**src/rtl/mem_loader.sv**
```systemverilog
// mem_loader: writer side of the Simplez program memory.
// Parses a framed byte stream (HDR, CNT_HI, CNT_LO, N x {D_HI, D_LO}, CHK) and
// writes 12-bit words to sequential addresses starting at 0.
module mem_loader #(
  parameter int unsigned AW  = 9,
  parameter int unsigned DW  = 12,
  parameter logic [7:0]  HDR = 8'h4C
) (
  input  logic          clk,
  input  logic          rstn,
  input  logic [7:0]    rx_data,
  input  logic          rx_valid,
  output logic          mem_we,
  output logic [AW-1:0] mem_addr,
  output logic [DW-1:0] mem_data,
  output logic          busy,
  output logic          done,
  output logic          err
);

  typedef enum logic [2:0] {
    StIdle,
    StCntHi,
    StCntLo,
    StDataHi,
    StDataLo,
    StCheck,
    StError
  } state_e;

  state_e          state_q, state_d;
  logic            cnt_hi_q, cnt_hi_d;
  logic [AW-1:0]   word_cnt_q, word_cnt_d;
  logic [AW-1:0]   addr_cnt_q, addr_cnt_d;
  logic [3:0]      nib_q, nib_d;
  logic [7:0]      chk_q, chk_d;
  logic            mem_we_q, mem_we_d;
  logic [AW-1:0]   mem_addr_q, mem_addr_d;
  logic [DW-1:0]   mem_data_q, mem_data_d;
  logic            busy_q, busy_d;
  logic            done_q, done_d;
  logic            err_q, err_d;

  // State and output registers; every output is registered.
  always_ff @(posedge clk or negedge rstn) begin
    if (!rstn) begin
      state_q    <= StIdle;
      cnt_hi_q   <= 1'b0;
      word_cnt_q <= '0;
      addr_cnt_q <= '0;
      nib_q      <= '0;
      chk_q      <= '0;
      mem_we_q   <= 1'b0;
      mem_addr_q <= '0;
      mem_data_q <= '0;
      busy_q     <= 1'b0;
      done_q     <= 1'b0;
      err_q      <= 1'b0;
    end else begin
      state_q    <= state_d;
      cnt_hi_q   <= cnt_hi_d;
      word_cnt_q <= word_cnt_d;
      addr_cnt_q <= addr_cnt_d;
      nib_q      <= nib_d;
      chk_q      <= chk_d;
      mem_we_q   <= mem_we_d;
      mem_addr_q <= mem_addr_d;
      mem_data_q <= mem_data_d;
      busy_q     <= busy_d;
      done_q     <= done_d;
      err_q      <= err_d;
    end
  end

  // Frame parser: advances only on a received byte.
  always_comb begin
    state_d    = state_q;
    cnt_hi_d   = cnt_hi_q;
    word_cnt_d = word_cnt_q;
    addr_cnt_d = addr_cnt_q;
    nib_d      = nib_q;
    chk_d      = chk_q;
    mem_we_d   = 1'b0;
    mem_addr_d = mem_addr_q;
    mem_data_d = mem_data_q;
    busy_d     = busy_q;
    done_d     = 1'b0;
    err_d      = err_q;

    if (rx_valid) begin
      case (state_q)
        // ERROR recovers exactly like IDLE; err is cleared on the new header.
        StIdle, StError: begin
          if (rx_data == HDR) begin
            state_d    = StCntHi;
            busy_d     = 1'b1;
            err_d      = 1'b0;
            chk_d      = '0;
            addr_cnt_d = '0;
          end
        end
        StCntHi: begin
          if (|rx_data[7:1]) begin
            state_d = StError;
            err_d   = 1'b1;
            busy_d  = 1'b0;
          end else begin
            cnt_hi_d = rx_data[0];
            state_d  = StCntLo;
          end
        end
        StCntLo: begin
          // Count field holds N-1, so a zero counter means one word remains.
          word_cnt_d = AW'({cnt_hi_q, rx_data});
          state_d    = StDataHi;
        end
        StDataHi: begin
          if (|rx_data[7:4]) begin
            state_d = StError;
            err_d   = 1'b1;
            busy_d  = 1'b0;
          end else begin
            nib_d   = rx_data[3:0];
            chk_d   = chk_q ^ rx_data;
            state_d = StDataLo;
          end
        end
        StDataLo: begin
          chk_d      = chk_q ^ rx_data;
          mem_we_d   = 1'b1;
          mem_addr_d = addr_cnt_q;
          mem_data_d = DW'({nib_q, rx_data});
          addr_cnt_d = addr_cnt_q + AW'(1);
          if (word_cnt_q == '0) begin
            state_d = StCheck;
          end else begin
            word_cnt_d = word_cnt_q - AW'(1);
            state_d    = StDataHi;
          end
        end
        StCheck: begin
          if (rx_data == chk_q) begin
            done_d  = 1'b1;
            busy_d  = 1'b0;
            state_d = StIdle;
          end else begin
            state_d = StError;
            err_d   = 1'b1;
            busy_d  = 1'b0;
          end
        end
        default: state_d = StIdle;
      endcase
    end
  end

  assign mem_we   = mem_we_q;
  assign mem_addr = mem_addr_q;
  assign mem_data = mem_data_q;
  assign busy     = busy_q;
  assign done     = done_q;
  assign err      = err_q;

endmodule

```
**config.mk**
```make
export PLATFORM = sky130hd
export DESIGN_NAME = mem_loader
export DESIGN_NICKNAME = d
export VERILOG_FILES = /design/src/rtl/mem_loader.sv
export SDC_FILE = /design/constraint.sdc
export NUM_CORES = 1
export LEC_CHECK = 0
export CAP_MARGIN = 20
export CORE_AREA = 5 5 84 86
export CTS_BUF_LIST = sky130_fd_sc_hd__clkbuf_8
export CTS_CLUSTER_SIZE = 40
export DETAILED_ROUTE_END_ITERATION = 16
export DIE_AREA = 0 0 89 91
export PLACE_DENSITY = 0.73
export SLEW_MARGIN = 20
export SYNTH_ARGS = -nofsm -noshare
export SYNTH_HDL_FRONTEND = slang
export SYNTH_SLANG_ARGS = --single-unit
```
**constraint.sdc**
```tcl
create_clock -name clk -period 4 [get_ports clk]
set_input_delay 0.8 -clock clk [delete_from_list [all_inputs] [get_ports clk]]
set_output_delay 0.8 -clock clk [all_outputs]
set_load 0.005 [all_outputs]
```
==> run_results.csv <==
group,metric,value,unit
logic_synthesis,synth.area.top_cells,"dfrtp_1, nand2_1, o21ai_0",
die,die_h,91,um
logic_synthesis,syn_area,0.00297,sq mm
clock_tree,h-tree-depth,3,
detailed_routing,drtIter0Drc,130,
detailed_routing,wire_per_inst,15.5,um
worst_hold_path,worstHoldStart,"nib_q[0]$_DFFE_PN0P_",
outcome,status,"complete, no violations",
cells_and_area,antenna_cells,0,
timing,slew_headroom,41.3,%
logic_synthesis,synth_seq_cells,59,
clock_tree,cts-root-buf,"clkbuf_8",
setup_path,reg2reg_slack,1.53,ns
timing,setup-tns-final,0,ns
detailed_routing,postRouteAntennaNets,0,
power_and_ir_drop,ir_drop,0.365,mV
place,io_buffers,35,
die,core_area,0.00620,sq mm
logic_synthesis,yosysUniqueCellTypes,55,
cells_and_area,fin_nets,369,
timing,fmax,361,MHz
setup_path,crit_fanout,7,
place,post-dp-hpwl,4690,um
clock_tree,post_cts_buffers,0,
power_and_ir_drop,powerDensity,641,mW/mm^2
timing,whs,0.467,ns
setup_path,worst_ep_arrival_time,2.97,ns
timing,period_minus_slack,2.77,ns
timing,final.setup_skew,0.00787,ns
logic_synthesis,yosys_warnings,0,
setup_path,r2r-end,"word_cnt_q[0]$_DFFE_PN0P_",
logic_synthesis,synth_top_area_share,49.8,%
logic_synthesis,ys.flop_type,"dfrtp_1",
setup_path,worstSetupPathType,"in2reg",
die,num_rows,29,
timing,timing.final.crit_share,69.2,%
timing,hold_viol,0,
clock_tree,clock_sink_count,59,
setup_path,worst_r2r_path_depth,7,
setup_path,end_kind,"register",
job,drv_cap,0,
global_routing,grt_pass1_wl,11700,um
clock_tree,clk_pin_slew,0.07,ns
die,die_area,0.00810,sq mm
logic_synthesis,ys_seq_area_share,49.8,%
timing,worst_slew_pin_slew,0.881,ns
power_and_ir_drop,p_leak,0.00157,uW
place,gp_congestion,0.832,
timing,finalSetupViolations,0,
detailed_routing,viasPerCell,5.59,
global_routing,antenna_found_initial,0,
logic_synthesis,netlist_instances,321,
global_routing,grt_usage,18.3,%
logic_synthesis,syn-num-nets,334,
detailed_routing,vias,2447,
global_routing,grt_pass1_vias,2343,
clock_tree,cts_made_buffers,9,
setup_path,critPathLaunchType,"input pin",
clock_tree,clockBufferDepth,2,
detailed_routing,drc,0,
die,top_level_ports,36,
detailed_routing,first_pass_iters,4,
clock_tree,insertion_delay,0.34,ns
timing,slew_viol_final,0,
clock_tree,cts_resized,0,
logic_synthesis,synthArstFlopShare,100,%
die,initial_utilization,47.8,%
logic_synthesis,synth_edf_count,0,
timing,setup_ws,1.23,ns
die,die_w,89,um
cells_and_area,drive_above_1_share,10.8,%
place,dpl_worst_slack,0.898,ns
setup_path,timing.rr.start,"word_cnt_q[0]$_DFFE_PN0P_",
worst_hold_path,holdCritPathClass,"reg2reg",
global_routing,grt.overflow.total,0,
global_routing,grt_max_degree,40,
logic_synthesis,synth_top_cell_by_area,"dfrtp_1",
detailed_routing,routed_wl,6800,um
cells_and_area,area_delta_synth_final,19.5,%
setup_path,worstPathRequired,4.20,ns
timing,rsz0062_at_grt,"false",
clock_tree,cts_hold_buffers,0,
clock_tree,cts_tree,"done",
logic_synthesis,synth.avg_cell_area,9.24,sq um
worst_hold_path,min_to,"mem_data[8]$_DFFE_PN0P_",
worst_hold_path,min_path_cells,2,
-- area by class of cell --
type	count	area (sq um)
flip-flops and latches	59	1480
repair buffers	39	375
inverters	6	22.5
clock buffers	10	138
fillers	541	2660
well taps	77	96.3
clock inverters	6	41.3
multi-input cells	241	1400
-- cell usage after synthesis, drive strengths merged (7+ instances only) --
cell,n
a21oi,13
buf,7
clkbuf,8
dfrtp,59
nand2,80
nand2b,12
nand3,10
nor2,15
o21ai,34
o2bb2ai,9
xor2,10
-- per-layer routing --
layer  vias to the layer above  global-route usage [%]  share of wire (%)
met5                         -                       0                  0
met4                         0                    6.33                1.9
met3                        13                    4.43                5.2
met2                        63                    26.4                 47
met1                      1184                    27.0                 46
li1                       1187                       -                  -
-- power breakdown --
part	total (uW)	leakage [uW]	switching, uW	internal [uW]
clock network	492	0.0000843	252	240
logic	834	0.000713	418	416
registers	946	0.000777	172	774
-- metrics by stage --
step                util [%]  instance area, sq um  cells  total power, uW
global route            57.1                  3550    438             2450
finish                  57.1                  3550    438             2270
CTS                     57.1                  3550    438             2280
floorplan                  -                  2970    321             1480
global placement        54.3                  3370    422             1760
detailed placement      54.3                  3370    422             1790
-- layout by cell type, fill, tap and decap left out, drive strengths merged, types with 5 or more instances in the layout --
master	Yosys	final
clkbuf	8	10
xor2	10	10
buf	7	5
inv	6	6
nor4	6	6
nand2b	12	12
nand2	80	80
nand3	10	10
mux2	6	6
o21ai	34	34
dfrtp	59	59
clkdlybuf4s50	0	34
nor2	15	15
a21oi	13	13
o2bb2ai	9	9
-- state kept, by name (all words and copies together) (netlist names) --
signal	cells
err	1
word_cnt_q	9
mem_we	1
addr_cnt_q	9
busy	1
nib_q	4
state_q	3
mem_data	12
cnt_hi_q	1
mem_addr	9
done	1
chk_q	8
-- how the worst max path moves through the flow --
stage	start	endpoint	slack [ns]	cells after the start
4_1_cts	rx_data[5]	addr_cnt_q[6]$_DFFE_PN0P_	1.25	6
3_5_place_dp	rx_data[5]	addr_cnt_q[6]$_DFFE_PN0P_	0.90	6
5_1_grt	rx_data[7]	addr_cnt_q[6]$_DFFE_PN0P_	1.04	6
3_3_place_gp	rx_data[4]	err$_DFFE_PN0P_	0.98	6
6_report	rx_data[5]	addr_cnt_q[6]$_DFFE_PN0P_	1.23	6
2_1_floorplan	rx_data[7]	err$_DFFE_PN0P_	1.66	5
-- cell families after synthesis --
family                   synth area share (%)
adder cells (fa/ha/maj)                 0.843
buffers and inverters                    3.16
AND/OR/NAND/NOR                          24.0
multiplexers                             2.74
XOR/XNOR                                 3.25
flip-flops                               49.8
AO/OA/AOI/OAI                            16.3
-- worst max-delay path: stages --
cell             delay (ns)
clkdlybuf4s50_1        0.56
or4b_4                 0.61
nor4_1                 0.24
o21ai_0                0.30
o21ai_0                0.30
o21ai_0                0.16
(Power assumes the default switching activity.)
